===== config.mk =====
export PLATFORM = sky130hd
export DESIGN_NAME = exit_zone_detector_flat
export DESIGN_NICKNAME = d
export VERILOG_FILES = /design/src/rtl/exit_zone_detector_if.sv /design/src/rtl/exit_zone_detector.sv /design/src/flat_wrapper.sv
export SDC_FILE = /design/constraint.sdc
export NUM_CORES = 1
export LEC_CHECK = 0
export ABC_AREA = 1
export CORE_UTILIZATION = 32
export DETAILED_ROUTE_END_ITERATION = 16
export SYNTH_ARGS = -nofsm -noshare
export SYNTH_HDL_FRONTEND = slang
export SYNTH_SLANG_ARGS = --single-unit

===== constraint.sdc =====
create_clock -name vga_clk -period 7 [get_ports vga_clk]
set_clock_uncertainty 0.1 [all_clocks]
set_input_delay 1.05 -clock vga_clk [delete_from_list [all_inputs] [get_ports vga_clk]]
set_output_delay 1.05 -clock vga_clk [all_outputs]
set_load 0.02 [all_outputs]

===== src/rtl/exit_zone_detector_if.sv =====
// Scan/pixel inputs and zone-code outputs of exit_zone_detector, grouped as one bundle.
interface exit_zone_detector_if;
   logic [9:0] DrawX;
   logic [9:0] DrawY;
   logic [9:0] PlayerX;
   logic [9:0] PlayerY;
   logic [1:0] pix_zone;
   logic [1:0] candidate;
   logic [1:0] color_main;
   logic       frame_done;

   modport master (
      output DrawX, DrawY, PlayerX, PlayerY, pix_zone,
      input  candidate, color_main, frame_done
   );

   modport slave (
      input  DrawX, DrawY, PlayerX, PlayerY, pix_zone,
      output candidate, color_main, frame_done
   );
endinterface


===== src/rtl/exit_zone_detector.sv =====
// Counts zone-tagged pixels inside the player box each frame, picks a winner in vblank
// and debounces it across frames before publishing color_main.
module exit_zone_detector #(
   parameter int unsigned HALF          = 16,
   parameter int unsigned THRESH        = 8,
   parameter int unsigned STABLE_FRAMES = 2,
   parameter int unsigned PIX_LAT       = 1,
   parameter int unsigned CNT_W         = 10
) (
   input  logic                 vga_clk,
   input  logic                 Reset_n,
   exit_zone_detector_if.slave  bus
);

   localparam logic [1:0] ST_ACCUM  = 2'd0;
   localparam logic [1:0] ST_EVAL   = 2'd1;
   localparam logic [1:0] ST_COMMIT = 2'd2;

   logic [1:0]       state_q, state_d;
   logic [9:0]       px_q, px_d;
   logic [9:0]       py_q, py_d;
   logic             prime_q, prime_d;
   logic [1:0]       cand_q, cand_d;
   logic [1:0]       prev_q, prev_d;
   logic [3:0]       stable_q, stable_d;
   logic [1:0]       main_q, main_d;
   logic             done_q, done_d;
   logic [CNT_W-1:0] cnt_q [1:3];
   logic [CNT_W-1:0] cnt_d [1:3];

   logic             latch_now;
   logic             eval_now;
   logic             inbox;
   logic             hit_aligned;
   logic [1:0]       win;
   logic [CNT_W-1:0] best;

   assign latch_now = (bus.DrawX == 10'd0) && (bus.DrawY == 10'd524);
   assign eval_now  = (bus.DrawX == 10'd0) && (bus.DrawY == 10'd480);

   // 11-bit arithmetic keeps the box from wrapping past column 0 / row 0.
   logic [10:0] x11, y11, px11, py11, half11;
   assign x11    = {1'b0, bus.DrawX};
   assign y11    = {1'b0, bus.DrawY};
   assign px11   = {1'b0, px_q};
   assign py11   = {1'b0, py_q};
   assign half11 = 11'(HALF);

   assign inbox = (x11 + half11 >= px11) && (x11 <= px11 + half11) &&
                  (y11 + half11 >= py11) && (y11 <= py11 + half11) &&
                  (bus.DrawX < 10'd640) && (bus.DrawY < 10'd480);

   generate
      if (PIX_LAT == 0) begin : g_nodly
         assign hit_aligned = inbox;
      end else begin : g_dly
         logic [PIX_LAT-1:0] dly_q;
         always_ff @(posedge vga_clk or negedge Reset_n) begin
            if (!Reset_n) dly_q <= '0;
            else          dly_q <= (dly_q << 1) | PIX_LAT'(inbox);
         end
         assign hit_aligned = dly_q[PIX_LAT-1];
      end
   endgenerate

   // Later zones win ties through the >= comparison.
   always_comb begin
      win  = 2'd0;
      best = '0;
      for (int unsigned z = 1; z < 4; z++) begin
         if ((32'(cnt_q[z]) >= THRESH) && (cnt_q[z] >= best)) begin
            win  = 2'(z);
            best = cnt_q[z];
         end
      end
   end

   always_comb begin
      state_d  = state_q;
      px_d     = px_q;
      py_d     = py_q;
      prime_d  = prime_q;
      cand_d   = cand_q;
      prev_d   = prev_q;
      stable_d = stable_q;
      main_d   = main_q;
      done_d   = 1'b0;
      cnt_d    = cnt_q;

      if (latch_now) begin
         px_d    = bus.PlayerX;
         py_d    = bus.PlayerY;
         prime_d = 1'b1;
      end

      case (state_q)
         ST_ACCUM: begin
            if (hit_aligned && (bus.pix_zone != 2'd0) && (cnt_q[bus.pix_zone] != '1))
               cnt_d[bus.pix_zone] = cnt_q[bus.pix_zone] + CNT_W'(1);
            if (eval_now) state_d = ST_EVAL;
         end
         ST_EVAL: begin
            if (prime_q) cand_d = win;
            done_d  = 1'b1;
            state_d = ST_COMMIT;
         end
         ST_COMMIT: begin
            // An unprimed frame is partial: discard it without touching the debounce.
            if (prime_q) begin
               prev_d = cand_q;
               if (cand_q == prev_q)
                  stable_d = (stable_q == 4'hF) ? stable_q : stable_q + 4'd1;
               else
                  stable_d = 4'd1;
               if (32'(stable_d) >= STABLE_FRAMES) main_d = cand_q;
            end
            for (int unsigned z = 1; z < 4; z++) cnt_d[z] = '0;
            state_d = ST_ACCUM;
         end
         default: state_d = ST_ACCUM;
      endcase
   end

   always_ff @(posedge vga_clk or negedge Reset_n) begin
      if (!Reset_n) begin
         state_q  <= ST_ACCUM;
         px_q     <= '0;
         py_q     <= '0;
         prime_q  <= 1'b0;
         cand_q   <= '0;
         prev_q   <= '0;
         stable_q <= '0;
         main_q   <= '0;
         done_q   <= 1'b0;
         for (int unsigned z = 1; z < 4; z++) cnt_q[z] <= '0;
      end else begin
         state_q  <= state_d;
         px_q     <= px_d;
         py_q     <= py_d;
         prime_q  <= prime_d;
         cand_q   <= cand_d;
         prev_q   <= prev_d;
         stable_q <= stable_d;
         main_q   <= main_d;
         done_q   <= done_d;
         for (int unsigned z = 1; z < 4; z++) cnt_q[z] <= cnt_d[z];
      end
   end

   assign bus.candidate  = cand_q;
   assign bus.color_main = main_q;
   assign bus.frame_done = done_q;

endmodule


===== src/flat_wrapper.sv =====
// flat-port wrapper written by rule: the top's interface ports become plain ports
module exit_zone_detector_flat 
#(
   parameter int unsigned HALF          = 16,
   parameter int unsigned THRESH        = 8,
   parameter int unsigned STABLE_FRAMES = 2,
   parameter int unsigned PIX_LAT       = 1,
   parameter int unsigned CNT_W         = 10
)
  (vga_clk, Reset_n, bus_DrawX, bus_DrawY, bus_PlayerX, bus_PlayerY, bus_pix_zone, bus_candidate, bus_color_main, bus_frame_done);
  exit_zone_detector_if bus_i ();
  input  logic vga_clk;
  input  logic Reset_n;
  input wire logic [$bits(bus_i.DrawX)-1:0] bus_DrawX;
  input wire logic [$bits(bus_i.DrawY)-1:0] bus_DrawY;
  input wire logic [$bits(bus_i.PlayerX)-1:0] bus_PlayerX;
  input wire logic [$bits(bus_i.PlayerY)-1:0] bus_PlayerY;
  input wire logic [$bits(bus_i.pix_zone)-1:0] bus_pix_zone;
  output wire logic [$bits(bus_i.candidate)-1:0] bus_candidate;
  output wire logic [$bits(bus_i.color_main)-1:0] bus_color_main;
  output wire logic [$bits(bus_i.frame_done)-1:0] bus_frame_done;
  assign bus_i.DrawX = bus_DrawX;
  assign bus_i.DrawY = bus_DrawY;
  assign bus_i.PlayerX = bus_PlayerX;
  assign bus_i.PlayerY = bus_PlayerY;
  assign bus_i.pix_zone = bus_pix_zone;
  assign bus_candidate = bus_i.candidate;
  assign bus_color_main = bus_i.color_main;
  assign bus_frame_done = bus_i.frame_done;
  exit_zone_detector #(.HALF(HALF), .THRESH(THRESH), .STABLE_FRAMES(STABLE_FRAMES), .PIX_LAT(PIX_LAT), .CNT_W(CNT_W)) u_core (.vga_clk(vga_clk), .Reset_n(Reset_n), .bus(bus_i));
endmodule

---- Word-level counts from Yosys, hierarchy flattened ----
Cells that the tools add are included.
storage, ports and cells
  register bits after elaboration ......... 65
  output and inout port bits .............. 5
  word-level logic and storage cells ...... 85
cells by class
  $add $sub $neg .......................... 6
  $lt $le $gt $ge ......................... 15
  eq/ne operators ......................... 9
  mux-type cells .......................... 20
  bitwise logic cells ..................... 1
  reduce and logical (&&, ||, !) cells .... 21
operators by type and width
  operator               count
  $pmux 30 s2            1
  $mux 10                5
  $add 10x5->11 const B  4
  $bwmux 30              1
  $ge 10x4->1 const B    3
  $mux 30                1
  $ge 11x10->1           2
  $le 10x11->1           2
  $bmux 10 s2            1
  $demux 10 s2           1
  $ge 10x10->1           2
  $mux 4                 4
  $logic_and 1x1->1      13
  $add 10x1->10 const B  1
  $eq 10x10->1 const B   1
  $eq 10x9->1 const B    1
  $ge 10x1->1 const B    1
  $logic_not 10->1       1
  $lt 10x10->1 const B   1
  $lt 10x9->1 const B    1
  $ne 10x10->1 const B   1
  $mux 2                 3
  $reduce_and 2->1       3
  $add 4x1->4 const B    1
  other kinds (14)       17

---- Depth between registers and ports, before layout ----
Gate-level depths: netlist of run 1.
  word-level depth ........................ 9
  gate-level depth with buffers ........... 24
  mapped depth without buffers ............ 24

---- Worst setup path before layout of run 1 ----
No wires, ideal clock.
  kind .................................... reg2reg
  start point ............................. reg u_core.cnt_q[29] (netlist name)
  end point ............................... reg u_core.cand_q[1] (netlist: u_core.bus.candidate[1])
  setup time .............................. 0.116 ns
  arrival ................................. 2.829 ns
  data required time ...................... 6.784 ns
  slack ................................... 3.955 ns
  stages on the path, launching flop included .. 23
  buffers on the path ..................... 1
  cells stage by stage .................... dfrtp_1 > inv_1 > nand4_1 > inv_1 > nand4_1 > and2_1 > ha_1 > o21ai_1 > nand2_1 > nand3_1 > nand4_1 > o21ai_0 > clkbuf_1 > nand2_1 > o21ai_0 > ha_1 > a21oi_1 > o21a_1 > nand4_1 > nand2_1 > nand2_1 > nand2_1 > nand2_1
between the ends
  word-level cells in the longest chain between the ends .. 9
  elaborated cells between the ends (all ways) .. 11
RTL lines
  what                                        RTL line                   text
  start, declared                             exit_zone_detector.sv:28   logic [CNT_W-1:0] cnt_q [1:3];
  $ge 10x4->1 or $ge 10x1->1 (tied branches)  exit_zone_detector.sv:71   if ((32'(cnt_q[z]) >= THRESH) && (cnt_q[z] >= best)) begin
  $logic_and 1x1->1                           exit_zone_detector.sv:71
  $mux 10 *                                   exit_zone_detector.sv:71
  $ge 10x10->1                                exit_zone_detector.sv:71
  $logic_and 1x1->1                           exit_zone_detector.sv:71
  $mux 10                                     exit_zone_detector.sv:71
  $ge 10x10->1                                exit_zone_detector.sv:71
  $logic_and 1x1->1                           exit_zone_detector.sv:71
  $mux 2 *                                    exit_zone_detector.sv:71
  end signal, assigned                        exit_zone_detector.sv:141  cand_q <= cand_d;
  end, declared                               exit_zone_detector.sv:23   logic [1:0] cand_q, cand_d;
Mark *: on every way between the ends. The rest lies on a longest branch, timed or not.
A chain may end at the register's enable or synchronous reset.

---- Final worst setup path of run 1 ----
  start point ............................. reg u_core.cnt_q[28] (netlist name)
  end point ............................... reg u_core.cand_q[1] (netlist: u_core.bus.candidate[1])
Same word-level chain as after synthesis.

==> flow_metrics.tcl, run 1 <==
set metrics [dict create \
    outcome "complete, no violations" \
    first_pass_iters 5 \
    postCtsHoldBufs 0 \
    netlist_instances 744 \
    crit_arrival_ns 3.90 \
    p_int_mw 0.819 \
    cts-resized-gates 0 \
    max-cap-violations 0 \
    fin_cells 1013 \
    wl_mm 13.7 \
    p_leak_nw 3.08 \
    wire_per_inst_um 13.5 \
    dieWidth_um 131 \
    fmax_mhz 264 \
    gp_congestion 0.879 \
    worstPathMaxFanout 22 \
    io_buffers 48 \
    grt_setup_unrepaired "no" \
    power.combinational.fraction_pct 23.1 \
    dp_hpwl_mm 10.7 \
    critPathSlowestCell "o21ai_1" \
    cts_sinks 65 \
    remaining_drc_errors 0 \
    cp_cell_sequence "inv_1 -> nand4_1 -> inv_1 -> nand4_1 -> and2_1 -> ha_1 -> o21ai_1 -> nand2_1 -> nand3_1 -> nand4_1 -> o21ai_1 -> nand2_1 -> o21ai_0 -> inv_1 -> ha_1 -> nand2_1 -> nor2_1 -> o211ai_1 -> nand4_1 -> nand2_1 -> nand2_1 -> nand2_1 -> nand2_1" \
    grt_overflow 0 \
    clk_path_buf_depth 2 \
    synth_edf_count 0 \
    critPathRequiredTime_ns 7.12 \
    die_h_um 131 \
    ant_nets 0 \
    finalCriticalPeriod_ns 3.79 \
    finalPower_mw 1.16 \
    cts_root_buffer "clkbuf_16" \
    crit_buf_inv 3 \
    slew_headroom_pct 19.0 \
    syn_to_final_growth_pct 19.3 \
    end_kind "register" \
    drv_slew 0 \
    finalSetupTns_ns 0 \
    initial_core_util_pct 33.2 \
    clock_latency_ns 0.33 \
    final_common_cell "nand2_1" \
    numCtsBuffers 9 \
    seq_area_frac_synth_pct 30.5 \
    htree_levels 3 \
    viasPerCell 4.75 \
    final_core_util_pct 39.6 \
    hp-class "register to register" \
    finalHoldWorstSlack_ns 0.372 \
    nets 897 \
    clk_pin_slew_worst_paths_ns 0.06 \
    synth_fp_nets 849 \
    drt-initial-drc-count 209 \
    crit_type "register to register" \
    setup_viol 0 \
    fill_cells 1658 \
    grt_pass1_vias 4654 \
    grt_max_degree 66 \
    syn_area_mm2 0.00533 \
    irDropWorstVdd_v 0.000123 \
    cpLargestDelayFamily "simple AND/OR/NAND/NOR gates" \
    postSynthRegisterBits 65 \
    grt_usage_pct 17.4 \
    final_cell_mix "nand2_1 (187), inv_1 (119), nand3_1 (82), dfrtp_1 (65), ha_1 (61)" \
    power_density_mw_per_mm2 183 \
    p_clk_share_pct 42.0 \
    place_inst 997 \
    power.switching_mw 0.346 \
    cts_tree "done" \
    worstMarginPinSlew_ns 1.21 \
    p_sw_share_pct 29.7 \
    synth-main-ff-cell "dfrtp_1" \
    async_reset_ff_share_pct 100 \
    critPathMaxStageDelay_ns 0.64 \
    worstSetupStartpointType "register" \
    grt_pass1_wl_mm 22.9 \
    antenna_found_initial 0 \
    hold_violations 0 \
    diodes 0 \
    r2r_slack_ns 3.21 \
    drive_above_1_share_pct 5.77 \
    critPathMostFrequentCell "nand2_1" \
    fin_crit_sh_pct 54.1 \
    yosys_warnings 0 \
    core_mm2 0.0161 \
    avgSynthCellArea_um2 7.16 \
    synth_cell_types 39 \
    vias 4815 \
    rows 46 \
    post_cts_buffers 0 \
    p_seq_share_pct 34.9 \
    pin_count 49 \
    dieArea_mm2 0.0172 \
]
path summary, 6_finish.rpt:
path / from / to / cells after the start
min in group asynchronous: Reset_n / u_core.cnt_q[11]$_DFFE_PN0P_ / 2
worst min register to register: u_core.state_q[0]$_DFFE_PN0P_ / u_core.state_q[0]$_DFFE_PN0P_ / 1
max in group asynchronous: Reset_n / u_core.cnt_q[7]$_DFFE_PN0P_ / 2
worst max register to register: u_core.cnt_q[28]$_DFFE_PN0P_ / u_core.bus.candidate[1]$_DFFE_PN0P_ / 23
worst max-delay path: u_core.cnt_q[28]$_DFFE_PN0P_ / u_core.bus.candidate[1]$_DFFE_PN0P_ / 23
worst min-delay path: u_core.state_q[0]$_DFFE_PN0P_ / u_core.state_q[0]$_DFFE_PN0P_ / 1
area by class of cell:
class	count	area (um2)	share of cell area, %
Clock inverter	6	91.3	1.44
Timing Repair Buffer	51	498	7.84
Clock buffer	10	239	3.76
Multi-Input combinational cell	543	3170	49.9
Sequential cell	65	1630	25.6
Tap cell	216	270	4.25
Inverter	122	458	7.21
routing by layer:
metal	vias to the layer above	GRT usage (%)	wire, um
li1	2515	-	-
met1	2161	22.5	6480
met2	118	29.6	6460
met3	21	3.01	491
met4	0	5.00	246
met5	-	0	0
registers in the layout, summed over array words and instances (netlist names):
| name | count |
|---|---|
| u_core.prev_q | 2 |
| u_core.g_dly.dly_q | 1 |
| u_core.stable_q | 4 |
| u_core.bus.frame_done | 1 |
| u_core.py_q | 10 |
| u_core.prime_q | 1 |
| u_core.cnt_q | 30 |
| u_core.state_q | 2 |
| u_core.bus.candidate | 2 |
| u_core.bus.color_main | 2 |
| u_core.px_q | 10 |
cell usage after synthesis, types with 5 or more instances:
cell | n | area, um2
xor2_1 | 16 | 140
nor2_1 | 48 | 180
xnor2_1 | 5 | 43.8
nand4_1 | 21 | 131
nor2_2 | 6 | 37.5
nand2_1 | 187 | 702
nand3_1 | 82 | 410
o21ai_0 | 24 | 120
ha_1 | 61 | 763
a21oi_1 | 23 | 115
nor3_1 | 6 | 30.0
inv_1 | 119 | 447
dfrtp_1 | 65 | 1630
clkbuf_1 | 8 | 30.0
o21ai_1 | 23 | 115
stage by stage:
| stage | setup WS, ns | instance area [um2] |
|---|---|---|
| after floorplan | 3.95 | 5330 |
| after global placement | 3.11 | 6020 |
| after detailed placement | 3.03 | 6020 |
| after CTS | 3.26 | 6350 |
| after global routing | 2.80 | 6350 |
| final | 3.21 | 6350 |
cell families after synthesis:
family | count (synthesis) | synth area share [%]
flops | 65 | 30.5
xor+xnor | 21 | 3.45
compound gates | 82 | 8.36
buf+inv | 136 | 9.96
simple gates | 379 | 33.4
fa+ha+maj | 61 | 14.3
power groups by stage:
stage          clock (mW)  combinational, mW  sequential (mW)
2_1_floorplan           0              0.186            0.404
3_3_place_gp            0              0.265            0.412
3_5_place_dp            0              0.266            0.412
4_1_cts             0.502              0.269            0.405
5_1_grt             0.520              0.310            0.407
6_report            0.490              0.269            0.406
Note: power is estimated with default switching activity, not from simulation.
==> run 2, diff against run 1 <==
==> constraint.sdc (replaced) <==
create_clock -name vga_clk -period 3.1 [get_ports vga_clk]
set_clock_uncertainty 0.1 [all_clocks]
set_input_delay 0.465 -clock vga_clk [delete_from_list [all_inputs] [get_ports vga_clk]]
set_output_delay 0.465 -clock vga_clk [all_outputs]
set_load 0.02 [all_outputs]
==> run 2 against run 1 <==
- maximum frequency up 28%
- sequential share of layout area down 0.92 points
- count of clock-buffer cells in the layout up 1
- register-to-register slack worse by 3.1 ns
- first-iteration DRC count up 18%
- clock power up 99%
- routed wire length up 3.0%
- largest power group unchanged
==> flow_metrics.tcl, run 2 (synthesized netlist as in run 1, its figures left out) <==
set metrics [dict create \
    first_pass_iters 5 \
    io_buffers 48 \
    cts_tree "done" \
    nets 922 \
    syn_to_final_growth_pct 23.7 \
    drive_above_1_share_pct 11.1 \
    final_common_cell "nand2_1" \
    dieWidth_um 131 \
    p_leak_nw 3.21 \
    finalHoldWorstSlack_ns 0.166 \
    ant_nets 0 \
    cts_sinks 65 \
    end_kind "register" \
    dieArea_mm2 0.0172 \
    wire_per_inst_um 13.6 \
    grt_setup_unrepaired "yes" \
    busiest_layer "met2" \
    largest_reg_flops 30 \
    clk_pin_slew_worst_paths_ns 0.06 \
    critPathRequiredTime_ns 3.23 \
    top_regs "u_core.cnt_q x30, u_core.px_q x10, u_core.py_q x10" \
    final_cell_mix "nand2_1 (184), inv_1 (114), nand3_1 (82), dfrtp_1 (65), ha_1 (57)" \
    diodes 0 \
    finalCriticalPeriod_ns 2.97 \
    ff2ff_path_depth 24 \
    fin_crit_sh_pct 95.8 \
    finalPower_mw 2.62 \
    final_core_util_pct 41.0 \
    worstMarginPinSlew_ns 0.984 \
    hp-class "primary input to asynchronous set/reset pin" \
    postCtsHoldBufs 0 \
    clk_path_buf_depth 2 \
    crit_path_start "u_core.cnt_q[29]$_DFFE_PN0P_" \
    fin_area_mm2 0.00659 \
    irDropWorstVdd_v 0.000266 \
    grt_pass1_vias 4836 \
    crit_arrival_ns 3.10 \
    setup_viol 0 \
    drv_slew 0 \
    worstSetupStartpointType "register" \
    r2r_slack_ns 0.13 \
    die_h_um 131 \
    largest_register "u_core.cnt_q" \
    grt_max_degree 44 \
    power_density_mw_per_mm2 397 \
    finalSetupTns_ns 0 \
    rows 46 \
    numCtsBuffers 9 \
    slew_headroom_pct 34.4 \
    worstPathMaxFanout 5 \
    reg2reg_from "u_core.cnt_q[29]$_DFFE_PN0P_" \
    dp_hpwl_mm 10.8 \
    grt_overflow 0 \
    grt_usage_pct 18.0 \
    met3_usage_pct 4.07 \
    antenna_found_initial 0 \
    remaining_drc_errors 0 \
    use_met1_pct 22.9 \
    cts_root_buffer "clkbuf_16" \
    initial_core_util_pct 33.2 \
    wl_mm 14.1 \
    grt_pass1_wl_mm 23.6 \
    outcome "complete, no violations" \
    drt-initial-drc-count 246 \
    crit_type "register to register" \
    vias 4902 \
    core_mm2 0.0161 \
    htree_levels 3 \
    grt_use_met2_pct 30.2 \
    pin_count 49 \
    reg2reg_to "u_core.bus.candidate[1]$_DFFE_PN0P_" \
    viasPerCell 4.72 \
    place_area_mm2 0.00615 \
    clock_latency_ns 0.35 \
    fmax_mhz 337 \
    gp_congestion 0.877 \
    max-cap-violations 0 \
    hold_violations 0 \
]
==> run 2: area by class of cell <==
cell class | instances | area (um2)
Tap cell | 216 | 270
Inverter | 122 | 458
Sequential cell | 65 | 1630
Timing Repair Buffer | 76 | 693
Clock inverter | 5 | 30.0
Fill cell | 1629 | 9470
Clock buffer | 11 | 253
Multi-Input combinational cell | 543 | 3260
==> run 2: layer usage <==
layer | vias to the layer above | routed length (um)
li1 | 2564 | -
met2 | 104 | 6650
met3 | 16 | 620
met5 | - | 0
met4 | 0 | 203
met1 | 2218 | 6610
==> run 2: timing repair <==
item / CTS / global route
setup endpoints to repair: 1 / 2
resized for setup: 2 / 31
pin swaps: 1 / 15
gates cloned: 1 / 1
buffers inserted: 1 / 5
==> run 2: power by group <==
part           leakage, nW  internal [mW]  switching [mW]
sequential           0.893          0.878          0.0412
combinational         2.18          0.318           0.404
clock                0.137          0.580           0.395
==> run 2: how the worst max path moves through the flow <==
stage,slack (ns),to,depth (start not counted)
2_1_floorplan,0.05,u_core.bus.candidate[1]$_DFFE_PN0P_,22
3_3_place_gp,0.07,u_core.bus.candidate[1]$_DFFE_PN0P_,24
3_5_place_dp,0.001,u_core.bus.candidate[1]$_DFFE_PN0P_,24
4_1_cts,0.003,u_core.bus.candidate[1]$_DFFE_PN0P_,24
5_1_grt,-0.21,u_core.bus.candidate[1]$_DFFE_PN0P_,23
6_report,0.13,u_core.bus.candidate[1]$_DFFE_PN0P_,24
==> run 2: metrics by stage <==
step | worst slack [ns] | instances
global placement | 0.0664 | 1014
detailed placement | 0.00112 | 1014
floorplan | 0.0549 | 744
CTS | 0.00318 | 1032
finish | 0.130 | 1038
global route | -0.209 | 1038
==> run 2: critical path: stages, from the launching register on <==
cell and delay (ns):
dfrtp_1 0.39, inv_2 0.09, nand4_1 0.09, inv_1 0.06, nand4_1 0.09, buf_4 0.18, nand2_4 0.06, ha_4 0.12
a21oi_2 0.04, o21ai_1 0.13, nand2_1 0.07, nand4_1 0.10, o21ai_2 0.10, buf_6 0.15, nand2_2 0.06, o21ai_2 0.05
ha_1 0.33, nand2_1 0.13, nor2_2 0.05, o211ai_1 0.09, nand4_1 0.15, nand2_1 0.10, nand2_1 0.05, nand2_1 0.05
nand2_1 0.04
